## config.mk

```make
export PLATFORM = sky130hd
export DESIGN_NAME = ycr_core_idle_ctrl
export DESIGN_NICKNAME = d
export VERILOG_FILES = /design/src/rtl/ycr_core_idle_ctrl.sv
export SDC_FILE = /design/constraint.sdc
export NUM_CORES = 1
export LEC_CHECK = 0
export ABC_CLOCK_PERIOD_IN_PS = 2400
export CORE_MARGIN = 3
export CORE_UTILIZATION = 52
export CTS_CLUSTER_DIAMETER = 100
export DETAILED_ROUTE_END_ITERATION = 12
export HOLD_SLACK_MARGIN = 0.05
export PLACE_DENSITY_LB_ADDON = 0.15
export SYNTH_ARGS = -nofsm -noshare
export SYNTH_HDL_FRONTEND = slang
export SYNTH_SLANG_ARGS = --single-unit
```

## constraint.sdc

```tcl
create_clock -name clk_in -period 2.4 [get_ports clk_in]
set_clock_uncertainty 0.1 [all_clocks]
set_input_delay 0.48 -clock clk_in [delete_from_list [all_inputs] [get_ports clk_in]]
set_output_delay 0.48 -clock clk_in [all_outputs]
set_load 0.005 [all_outputs]
```

## src/rtl/ycr_core_idle_ctrl.sv

```systemverilog
// ycr_core_idle_ctrl: per-core idle/wake sequencer driving the clock-gate
// dst_idle input. Runs on the ungated interface clock. Entry is guarded by a
// drain phase and a programmable settle delay; exit waits for the gate's
// clock-enable acknowledge, with a bounded timeout that flags a sticky error.
//
// state | meaning
// ------+--------------------------------------------------------------
// RUN   | core running, watching for WFI
// DRAIN | WFI seen, waiting for fetch/LSU transactions to drain
// HOLD  | pipeline empty, counting down the settle delay
// IDLE  | core_idle asserted, counting sleep cycles
// WAKE  | interrupt seen, waiting for gate ack (or timeout) before resume
module ycr_core_idle_ctrl #(
  parameter int DLY_W     = 8,
  parameter int WAKE_TO_W = 4,
  parameter int CNT_W     = 16
) (
  input  logic             clk_in,
  input  logic             reset,
  input  logic             cfg_enb,
  input  logic [DLY_W-1:0] cfg_idle_dly,
  input  logic             wfi_req,
  input  logic             pipe_busy,
  input  logic             irq_timer,
  input  logic             irq_ext,
  input  logic             irq_soft,
  input  logic             gate_clk_enb,
  input  logic             cnt_clr,
  output logic             core_idle,
  output logic             wake_pulse,
  output logic             wake_err,
  output logic [2:0]       idle_state,
  output logic [CNT_W-1:0] sleep_cnt
);

  typedef enum logic [2:0] {
    ST_RUN   = 3'd0,
    ST_DRAIN = 3'd1,
    ST_HOLD  = 3'd2,
    ST_IDLE  = 3'd3,
    ST_WAKE  = 3'd4
  } state_t;

  localparam logic [DLY_W-1:0]     DLY_ZERO = '0;
  localparam logic [DLY_W-1:0]     DLY_ONE  = {{(DLY_W-1){1'b0}}, 1'b1};
  localparam logic [WAKE_TO_W-1:0] TO_ZERO  = '0;
  localparam logic [WAKE_TO_W-1:0] TO_ONE   = {{(WAKE_TO_W-1){1'b0}}, 1'b1};
  localparam logic [WAKE_TO_W-1:0] TO_MAX   = '1;
  localparam logic [CNT_W-1:0]     CNT_ZERO = '0;
  localparam logic [CNT_W-1:0]     CNT_ONE  = {{(CNT_W-1){1'b0}}, 1'b1};
  localparam logic [CNT_W-1:0]     CNT_MAX  = '1;

  state_t               state_q, state_d;
  logic [DLY_W-1:0]     dly_cnt_q, dly_cnt_d;
  logic [WAKE_TO_W-1:0] to_cnt_q, to_cnt_d;
  logic [CNT_W-1:0]     sleep_cnt_q, sleep_cnt_d;
  logic                 core_idle_q, core_idle_d;
  logic                 wake_pulse_q, wake_pulse_d;
  logic                 wake_err_q, wake_err_d;

  logic irq_any;
  logic abort;
  logic sleep_inc;
  logic err_set;

  assign irq_any = irq_timer | irq_ext | irq_soft;
  // Any reason to give up on idle entry while still in DRAIN/HOLD.
  assign abort   = irq_any | ~wfi_req | ~cfg_enb;

  // Next-state, timer and statistics decode.
  always_comb begin
    state_d      = state_q;
    dly_cnt_d    = dly_cnt_q;
    to_cnt_d     = to_cnt_q;
    wake_pulse_d = 1'b0;
    sleep_inc    = 1'b0;
    err_set      = 1'b0;

    unique case (state_q)
      ST_RUN: begin
        if (cfg_enb && wfi_req && !irq_any) state_d = ST_DRAIN;
      end
      ST_DRAIN: begin
        if (abort) begin
          state_d = ST_RUN;
        end else if (!pipe_busy) begin
          if (cfg_idle_dly == DLY_ZERO) begin
            state_d = ST_IDLE;
          end else begin
            dly_cnt_d = cfg_idle_dly;
            state_d   = ST_HOLD;
          end
        end
      end
      ST_HOLD: begin
        // Delay was latched on entry; later cfg changes are deliberately ignored.
        if (abort || pipe_busy) begin
          state_d = ST_RUN;
        end else begin
          dly_cnt_d = dly_cnt_q - DLY_ONE;
          if (dly_cnt_q == DLY_ONE) state_d = ST_IDLE;
        end
      end
      ST_IDLE: begin
        // wfi_req is not an exit source: the core is gated and cannot drop it.
        if (irq_any || !cfg_enb) begin
          state_d  = ST_WAKE;
          to_cnt_d = TO_ZERO;
        end else begin
          sleep_inc = 1'b1;
        end
      end
      ST_WAKE: begin
        to_cnt_d = to_cnt_q + TO_ONE;
        if (gate_clk_enb) begin
          wake_pulse_d = 1'b1;
          state_d      = ST_RUN;
        end else if (to_cnt_d == TO_MAX) begin
          // Resume anyway so a dead gate cannot hang the core forever.
          wake_pulse_d = 1'b1;
          err_set      = 1'b1;
          state_d      = ST_RUN;
        end
      end
      default: begin
        state_d = ST_RUN;
      end
    endcase

    core_idle_d = (state_d == ST_IDLE);

    if (cnt_clr) begin
      sleep_cnt_d = CNT_ZERO;
      wake_err_d  = 1'b0;
    end else begin
      sleep_cnt_d = (sleep_inc && sleep_cnt_q != CNT_MAX) ? sleep_cnt_q + CNT_ONE
                                                          : sleep_cnt_q;
      wake_err_d  = wake_err_q | err_set;
    end
  end

  // State, timers and registered outputs; reset forces core_idle low at once.
  always_ff @(posedge clk_in or posedge reset) begin
    if (reset) begin
      state_q      <= ST_RUN;
      dly_cnt_q    <= DLY_ZERO;
      to_cnt_q     <= TO_ZERO;
      sleep_cnt_q  <= CNT_ZERO;
      core_idle_q  <= 1'b0;
      wake_pulse_q <= 1'b0;
      wake_err_q   <= 1'b0;
    end else begin
      state_q      <= state_d;
      dly_cnt_q    <= dly_cnt_d;
      to_cnt_q     <= to_cnt_d;
      sleep_cnt_q  <= sleep_cnt_d;
      core_idle_q  <= core_idle_d;
      wake_pulse_q <= wake_pulse_d;
      wake_err_q   <= wake_err_d;
    end
  end

  assign core_idle  = core_idle_q;
  assign wake_pulse = wake_pulse_q;
  assign wake_err   = wake_err_q;
  assign idle_state = state_q;
  assign sleep_cnt  = sleep_cnt_q;

endmodule

```

==> Word-level counts from Yosys, hierarchy flattened <==
Cells that the tools add are included.
{ "classes": {"n_reduce_logical": 14, "n_bitwise": 7, "n_addsub": 3, "eq_ne": 13, "muxes": 27} }
{ "ops": {"columns": ["operator", "count"], "rows": [
  ["$mux 16", 2],
  ["$mux 8", 4],
  ["$mux 3", 8],
  ["$add 16x1->16 const B", 1],
  ["$ne 16x16->1 const B", 1],
  ["$pmux 8 s2", 1],
  ["$pmux 3 s5", 1],
  ["$ne 2x2->1 const B", 5],
  ["$eq 3x2->1 const B", 3],
  ["$mux 1", 9],
  ["$eq 8x1->1 const B", 1],
  ["$logic_not 8->1", 1],
  ["$pmux 4 s2", 1],
  ["$sub 8x1->8 const B", 1],
  ["$reduce_bool 2->1", 3],
  ["$or 1x1->1", 5],
  ["$reduce_and 5->1", 1],
  ["$add 4x1->4 const B", 1],
  ["$eq 4x4->1 const B", 1],
  ["$mux 4", 1],
  ["$eq 3x1->1 const B", 1],
  ["$eq 3x3->1 const B", 1],
  ["$logic_and 1x1->1", 3],
  ["$logic_not 3->1", 1],
  ["other kinds (4)", 7]
]} }
{ "totals": {"word_cells": 71, "out_inout_bits": 22, "regBits": 34} }

==> Logic depth before layout (Yosys ltp) <==
Gate-level depths: netlist (run 1).
{ "depth": {"depth_word": 8, "ltp_mapped": 6, "mapped_depth_nobuf": 6} }

==> Least setup slack after synthesis (run 1) <==
OpenSTA, ideal clock, no wires.
{ "synth_path": {"path_type": "input to register", "from": "in irq_ext", "to": "reg sleep_cnt_q[12], in the netlist sleep_cnt[12]", "cell_stages": 5, "path_buffers": 1, "slack_ns": -0.030, "required_time_ns": 2.222, "arrival_ns": 2.252, "cell_sequence": "or4b_4 or4_1 buf_2 or4_1 a21oi_1"} }
{ "synth_via": {"elab_chain_len": 7} }
{ "synth_rtl": {"columns": ["item", "line_no", "text"], "rows": [
  ["start: declaration", "25", "input logic irq_ext,"],
  ["$or 1x1->1 (2 in a row)", "66", "assign irq_any = irq_timer | irq_ext | irq_soft;"],
  ["$logic_or 1x1->1", "106", "if (irq_any || !cfg_enb) begin"],
  ["$mux 1", "106", null],
  ["$mux 1", "79", "unique case (state_q)"],
  ["$logic_and 1x1->1", "136", "sleep_cnt_d = (sleep_inc && sleep_cnt_q != CNT_MAX) ? sleep_cnt_q + CNT_ONE"],
  ["$reduce_bool 2->1 (no source line)", null, null],
  ["end signal: assignment", "156", "sleep_cnt_q <= sleep_cnt_d;"],
  ["end: declaration", "56", "logic [CNT_W-1:0] sleep_cnt_q, sleep_cnt_d;"]
]} }
No other way between the ends.
A chain may end at the register's enable or synchronous reset.

==> Worst setup path in the final report (run 1) <==
{ "layout_path": {"from": "in irq_soft", "to": "reg sleep_cnt_q[12], in the netlist sleep_cnt[12]"} }
{ "layout_via": {"elab_chain_len": 6} }
{ "layout_rtl": {"columns": ["item", "line_no", "text"], "rows": [
  ["start: declaration", "26", "input logic irq_soft,"],
  ["$or 1x1->1", "66", null],
  ["$logic_or 1x1->1", "106", null],
  ["$mux 1", "106", null],
  ["$mux 1", "79", null],
  ["$logic_and 1x1->1", "136", null],
  ["$reduce_bool 2->1 (no source line)", null, null]
]} }
No other way between the ends.

==> results of run 1 <==
[sequential cells by signal (all words and copies together), names as in the netlist]
name / flops
sleep_cnt: 16
dly_cnt_q: 8
to_cnt_q: 4
idle_state: 3
core_idle: 1
wake_err: 1
wake_pulse: 1
[through the flow]
stage | TNS, ns | setup WS [ns] | cell area (µm²)
after detailed placement | -2.121 | -0.3724 | 2680
after global placement | -1.854 | -0.3346 | 2680
after CTS | 0 | 0.1236 | 2769
final | 0 | 0.1090 | 2769
after global routing | 0 | 0.05178 | 2769
after floorplan | 0 | 0.02808 | 2074
[worst max-delay path by stage]
stage	slack [ns]	endpoint
2_1_floorplan	0.03	sleep_cnt[12]$_DFFE_PP0P_
3_3_place_gp	-0.33	sleep_cnt[12]$_DFFE_PP0P_
3_5_place_dp	-0.37	sleep_cnt[12]$_DFFE_PP0P_
4_1_cts	0.12	sleep_cnt[8]$_DFFE_PP0P_
5_1_grt	0.05	sleep_cnt[12]$_DFFE_PP0P_
6_report	0.11	sleep_cnt[12]$_DFFE_PP0P_
[synthesized netlist by cell type (2+ instances only)]
cell type / instances
a211oi_1: 2
a21oi_1: 17
a221oi_1: 2
a31oi_1: 2
and2_1: 2
and3_1: 5
and4_1: 2
clkbuf_1: 6
dfrtp_1: 34
ha_1: 5
inv_1: 18
mux2_2: 3
mux2i_1: 2
nand2_1: 15
nand2b_1: 3
nand3_1: 14
nand3b_1: 2
nand4_1: 7
nor2_1: 12
nor2b_1: 6
nor3_1: 3
nor3b_1: 3
nor4_1: 4
o211ai_1: 4
o21ai_0: 11
o22ai_1: 3
o31ai_1: 7
or3_1: 4
or3b_2: 2
or4_1: 10
[what timing repair did]
item,CTS,global route
endpoints found under the setup margin,3,0
gates resized for setup,6,0
buffers inserted,1,0
[kinds of logic after synthesis]
group / count (synthesis) / share of synthesized area, %
compound gates: 59 / 18.85
xor+xnor: 1 / 0.4243
fa+ha+maj: 6 / 3.515
buf+inv: 28 / 5.939
flops: 34 / 41.21
mux: 5 / 2.606
simple gates: 98 / 27.45
[worst max-delay path, cell delays in order]
cell,delay [ns]
dlygate4sd2_1,0.25
or4b_4,0.55
or4_4,0.59
or4_1,0.42
a21oi_1,0.15
[area by class of cell]
type | count | area (µm²)
clock buffer | 5 | 68.82
clock inverter | 2 | 10.01
fill | 301 | 974.7
inverter | 18 | 67.56
multi-input combinational | 169 | 1101
sequential | 34 | 850.8
tap | 48 | 60.06
timing repair buffer | 68 | 610.6
[power by group through the flow]
| stage | Clock (mW) | Combinational (mW) | Sequential [mW] |
|---|---|---|---|
| floorplan | 0 | 0.0450 | 0.604 |
| global placement | 0 | 0.101 | 0.607 |
| detailed placement | 0 | 0.102 | 0.607 |
| CTS | 0.421 | 0.100 | 0.596 |
| global route | 0.435 | 0.113 | 0.598 |
| finish | 0.412 | 0.0991 | 0.596 |
[routing by layer]
metal	vias up	wire length, µm	global-route usage (%)
met3	11	232	3.790
li1	993	-	-
met4	0	97	9.111
met2	56	2226	31.78
met5	-	0	0
met1	917	2353	31.08
==> flow_summary.toml, run 1 <==
[logic_synthesis]
ys_types = 51
ys_top_cells_by_area = "dfrtp_1 (41%), a21oi_1 (4.1%), or4_1 (3.6%)"
ys_warn_count = 0
yosys_register_bits = 34
avgSynthCellArea_um2 = 8.937
syn-cell-area_mm2 = 0.002064
postSynth.asyncResetShare_pct = 100.0
synth_flop_cell = "dfrtp_1"
synth.top_cell.area_share_pct = 41.21
syn_nets = 254
syn_inst = 231
synth_edf_count = 0
yosysSeqAreaShare_pct = 41.21
synth_top_cell_by_area = "dfrtp_1"

[clock_network]
cts_buffers = 5
insertion_delay_ns = 0.30
htreeDepth = 2
clock_tree.root_cell = "clkbuf_8"
cts.sinks = 34
clkTransAtPathRegs_ns = 0.08
clockBufferDepth = 2
cts_tree = "done"
postCtsHoldBufs = 0

[cells_and_area]
drive_gt1_share_pct = 16.55
final_util_pct = 73.96
final_cell_mix = "clkdlybuf4s50_1 (35), dfrtp_1 (34), buf_4 (27), inv_1 (18), a21oi_1 (17)"
layout.nets = 319
syn_to_final_growth_pct = 34.12
fin_cells = 344
diodes = 0
final_common_cell = "clkdlybuf4s50_1"

[critical_path]
worstSetupPathType = "input pin to register"
cp-end-kind = "register"
start_kind = "input pin"
reg2reg_depth = 5
critPathMaxFanout = 5
r2r_start = "sleep_cnt[0]$_DFFE_PP0P_"
cp.arrival_ns = 2.42
rr_endpoint = "sleep_cnt[12]$_DFFE_PP0P_"
crit_start = "irq_soft"
crit_required_ns = 2.53
regToRegSetupSlack_ns = 0.34

[routing]
firstDrtPassIters = 4
drtIter0Drc = 186
vias = 1977
drc = 0
vias_per_cell = 5.747
postRouteAntennaNets = 0
routed_wirelength_mm = 4.910
post_drt_wl_per_cell_um = 14.27

[sta]
tightestPinTransition_ns = 0.4888
slew_headroom_pct = 67.12
hold_slack_ns = 0.4167
period_needed_ns = 2.291
hold_violations = 0
rsz0062_at_grt = "no"
min_period_over_period_pct = 95.46
slew_violations = 0
setup_viol = 0
timing.fmax_mhz = 436.5

[floorplan]
fp.dieW_um = 69.01
core_mm2 = 0.003744
rows = 22
die-area_mm2 = 0.004762
initial_core_util_pct = 55.15
io_pins = 40
die_h_um = 69.01

[placement]
gp_congestion = 0.8374
placed_cells = 336
dp_hpwl_mm = 3.615
port_buffers = 39

[job]
cap_violations = 0

[global_route]
first_global_vias = 1778
antenna_found_initial = 0
grt_usage_pct = 21.57
grt_overflow_total = 0
grt_first_pass_wirelength_mm = 8.438
grt_max_degree = 35

[pwr]
combPwrFrac_pct = 9.0
switching_share_pct = 24.91
clkPwrFrac_pct = 37.2
p_seq_share_pct = 53.9
internal-power_mw = 0.8313
ir_drop_uv = 330.1
power.density_mw_per_mm2 = 399.8
p_leak_nw = 1.187
power_mw = 1.107
power_switching_mw = 0.2757

[run_status]
status = "complete, no violations"

[min_path]
hp-start = "to_cnt_q[3]$_DFFE_PP0P_"
hp-class = "register to register"
min_to = "to_cnt_q[3]$_DFFE_PP0P_"
whs_path_depth = 2
Note: power is estimated with default switching activity, not from simulation.
==> run 2, diff against run 1 <==
--- a/config.mk
+++ b/config.mk
@@ -7,7 +7,8 @@
 export LEC_CHECK = 0
 export ABC_CLOCK_PERIOD_IN_PS = 2400
 export CORE_MARGIN = 3
-export CORE_UTILIZATION = 52
+export CORE_UTILIZATION = 54
+export CTS_BUF_LIST = sky130_fd_sc_hd__clkbuf_2 sky130_fd_sc_hd__clkbuf_4 sky130_fd_sc_hd__clkbuf_8
 export CTS_CLUSTER_DIAMETER = 100
 export DETAILED_ROUTE_END_ITERATION = 12
 export HOLD_SLACK_MARGIN = 0.05
==> flow_summary.toml, run 2 (synthesized netlist as in run 1, its figures left out) <==
[run_status]
status = "complete, no violations"

[floorplan]
core_mm2 = 0.003495
rows = 21
io_pins = 40
die-area_mm2 = 0.004601
fp.dieW_um = 67.83
initial_core_util_pct = 59.08
die_h_um = 67.83

[min_path]
hp-start = "wake_err$_DFF_PP0_"
hp-class = "register to register"
whs_path_depth = 2
min_to = "wake_err$_DFF_PP0_"

[clock_network]
post_cts_buffers = 0
htreeDepth = 2
clock_tree.root_cell = "clkbuf_8"
cts_buffers = 5
cts.sinks = 34
insertion_delay_ns = 0.29
cts_resized = 7
clkTransAtPathRegs_ns = 0.06
postCtsHoldBufs = 0
cts_tree = "done"
clockBufferDepth = 2

[global_route]
grt_usage_pct = 23.73
grt_most_used_layer = "met2"
grt_util_met2_pct = 37.67
met3_usage_pct = 5.911
globalRouteMet1Util_pct = 32.04
antenna_found_initial = 0
grt_overflow_total = 0
grt_max_degree = 35
grt_first_pass_wirelength_mm = 8.321
first_global_vias = 1893

[critical_path]
slowest_delay_ns = 0.58
critPathMaxFanout = 4
regToRegSetupSlack_ns = 0.31
cp-end-kind = "register"
reg2reg_depth = 5
worstPathCellList = "dlygate4sd2_1 > or4b_4 > or4_4 > or4_1 > a21oi_1"
crit_required_ns = 2.51
r2r_start = "sleep_cnt[0]$_DFFE_PP0P_"
slowest_stage = "or4_4"
cp.arrival_ns = 2.42
worstSetupPathType = "input pin to register"
start_kind = "input pin"
rr_endpoint = "sleep_cnt[12]$_DFFE_PP0P_"
critPathBufInv = 1
cpLargestDelayFamily = "simple AND/OR/NAND/NOR gates"

[cells_and_area]
syn_to_final_growth_pct = 32.55
diodes = 0
layout.nets = 314
fin_area_mm2 = 0.002736
largest_register_ffs = 16
final_common_cell = "clkdlybuf4s50_1"
final_cell_mix = "clkdlybuf4s50_1 (35), dfrtp_1 (34), buf_4 (23), inv_1 (18), a21oi_1 (16)"
n_fill_cell = 244
drive_gt1_share_pct = 15.52

[sta]
setup_slack_ns = 0.09707
hold_violations = 0
rsz0062_at_grt = "no"
min_period_over_period_pct = 95.96
tightestPinTransition_ns = 0.5889
fin_setup_tns_ns = 0
hold_slack_ns = 0.4193
slew_headroom_pct = 60.44
period_needed_ns = 2.303
slew_violations = 0
timing.fmax_mhz = 434.2
setup_viol = 0

[pwr]
power.density_mw_per_mm2 = 408.5
ir_drop_uv = 312.7
p_leak_nw = 1.162

[placement]
dp_slack_ns = -0.3526
dp_hpwl_mm = 3.625
dpl-instance-area_mm2 = 0.002648
gp_congestion = 0.8708
port_buffers = 39

[routing]
vias_per_cell = 6.042
firstDrtPassIters = 4
drc = 0
drtIter0Drc = 139
routed_wirelength_mm = 5.025
postRouteAntennaNets = 0
vias = 2030
post_drt_wl_per_cell_um = 14.96

[job]
cap_violations = 0
## run 2: cell types whose count changed in the layout (fill, tap and decap cells not counted), sizes merged
cell / delta
clkinv: -2
clkbuf: +1
buf: -5
## run 2: cell type report
type	instances	area [µm²]	area share [%]
flip-flops and latches	34	850.8	31.09
clock buffers	6	82.58	3.018
well taps	46	57.56	2.103
multi-input cells	169	1109	40.51
repair buffers	63	569.3	20.80
inverters	18	67.56	2.469
## run 2: tightest hold or removal path, delay by kind of cell, from the launching register on
family,cells,cell delay (ns)
DFF,1,0.38
AOI/OAI and AO/OA,1,0.05
buffers and inverters,1,0.05
## run 2: layer usage
metal  part of all wire [%]  vias to the layer above
li1                       -                      986
met1                     46                      970
met2                     46                       69
met3                    6.8                        5
met4                    1.1                        0
met5                      0                        -
## run 2: worst max-delay path by stage
stage / from / endpoint / slack, ns / cells after the start
2_1_floorplan: irq_ext / sleep_cnt[12]$_DFFE_PP0P_ / 0.03 / 5
3_3_place_gp: irq_ext / sleep_cnt[8]$_DFFE_PP0P_ / -0.32 / 6
3_5_place_dp: irq_ext / sleep_cnt[12]$_DFFE_PP0P_ / -0.35 / 5
4_1_cts: irq_soft / sleep_cnt[8]$_DFFE_PP0P_ / 0.11 / 6
5_1_grt: irq_soft / sleep_cnt[8]$_DFFE_PP0P_ / 0.04 / 6
6_report: irq_soft / sleep_cnt[12]$_DFFE_PP0P_ / 0.1 / 5
## run 2: metrics by stage
stage	cells	utilization, %	power, mW
global placement	330	75.76	0.7047
floorplan	231	-	0.6488
global route	336	78.30	1.161
CTS	336	78.30	1.125
finish	336	78.30	1.118
detailed placement	330	75.76	0.7068
## run 2: power breakdown
| group | leakage (nW) | internal, mW | switching, mW |
|---|---|---|---|
| clock network | 0.0431 | 0.221 | 0.202 |
| registers | 0.441 | 0.583 | 0.0141 |
| logic | 0.678 | 0.0521 | 0.0453 |
| total | 1.16 | 0.856 | 0.262 |
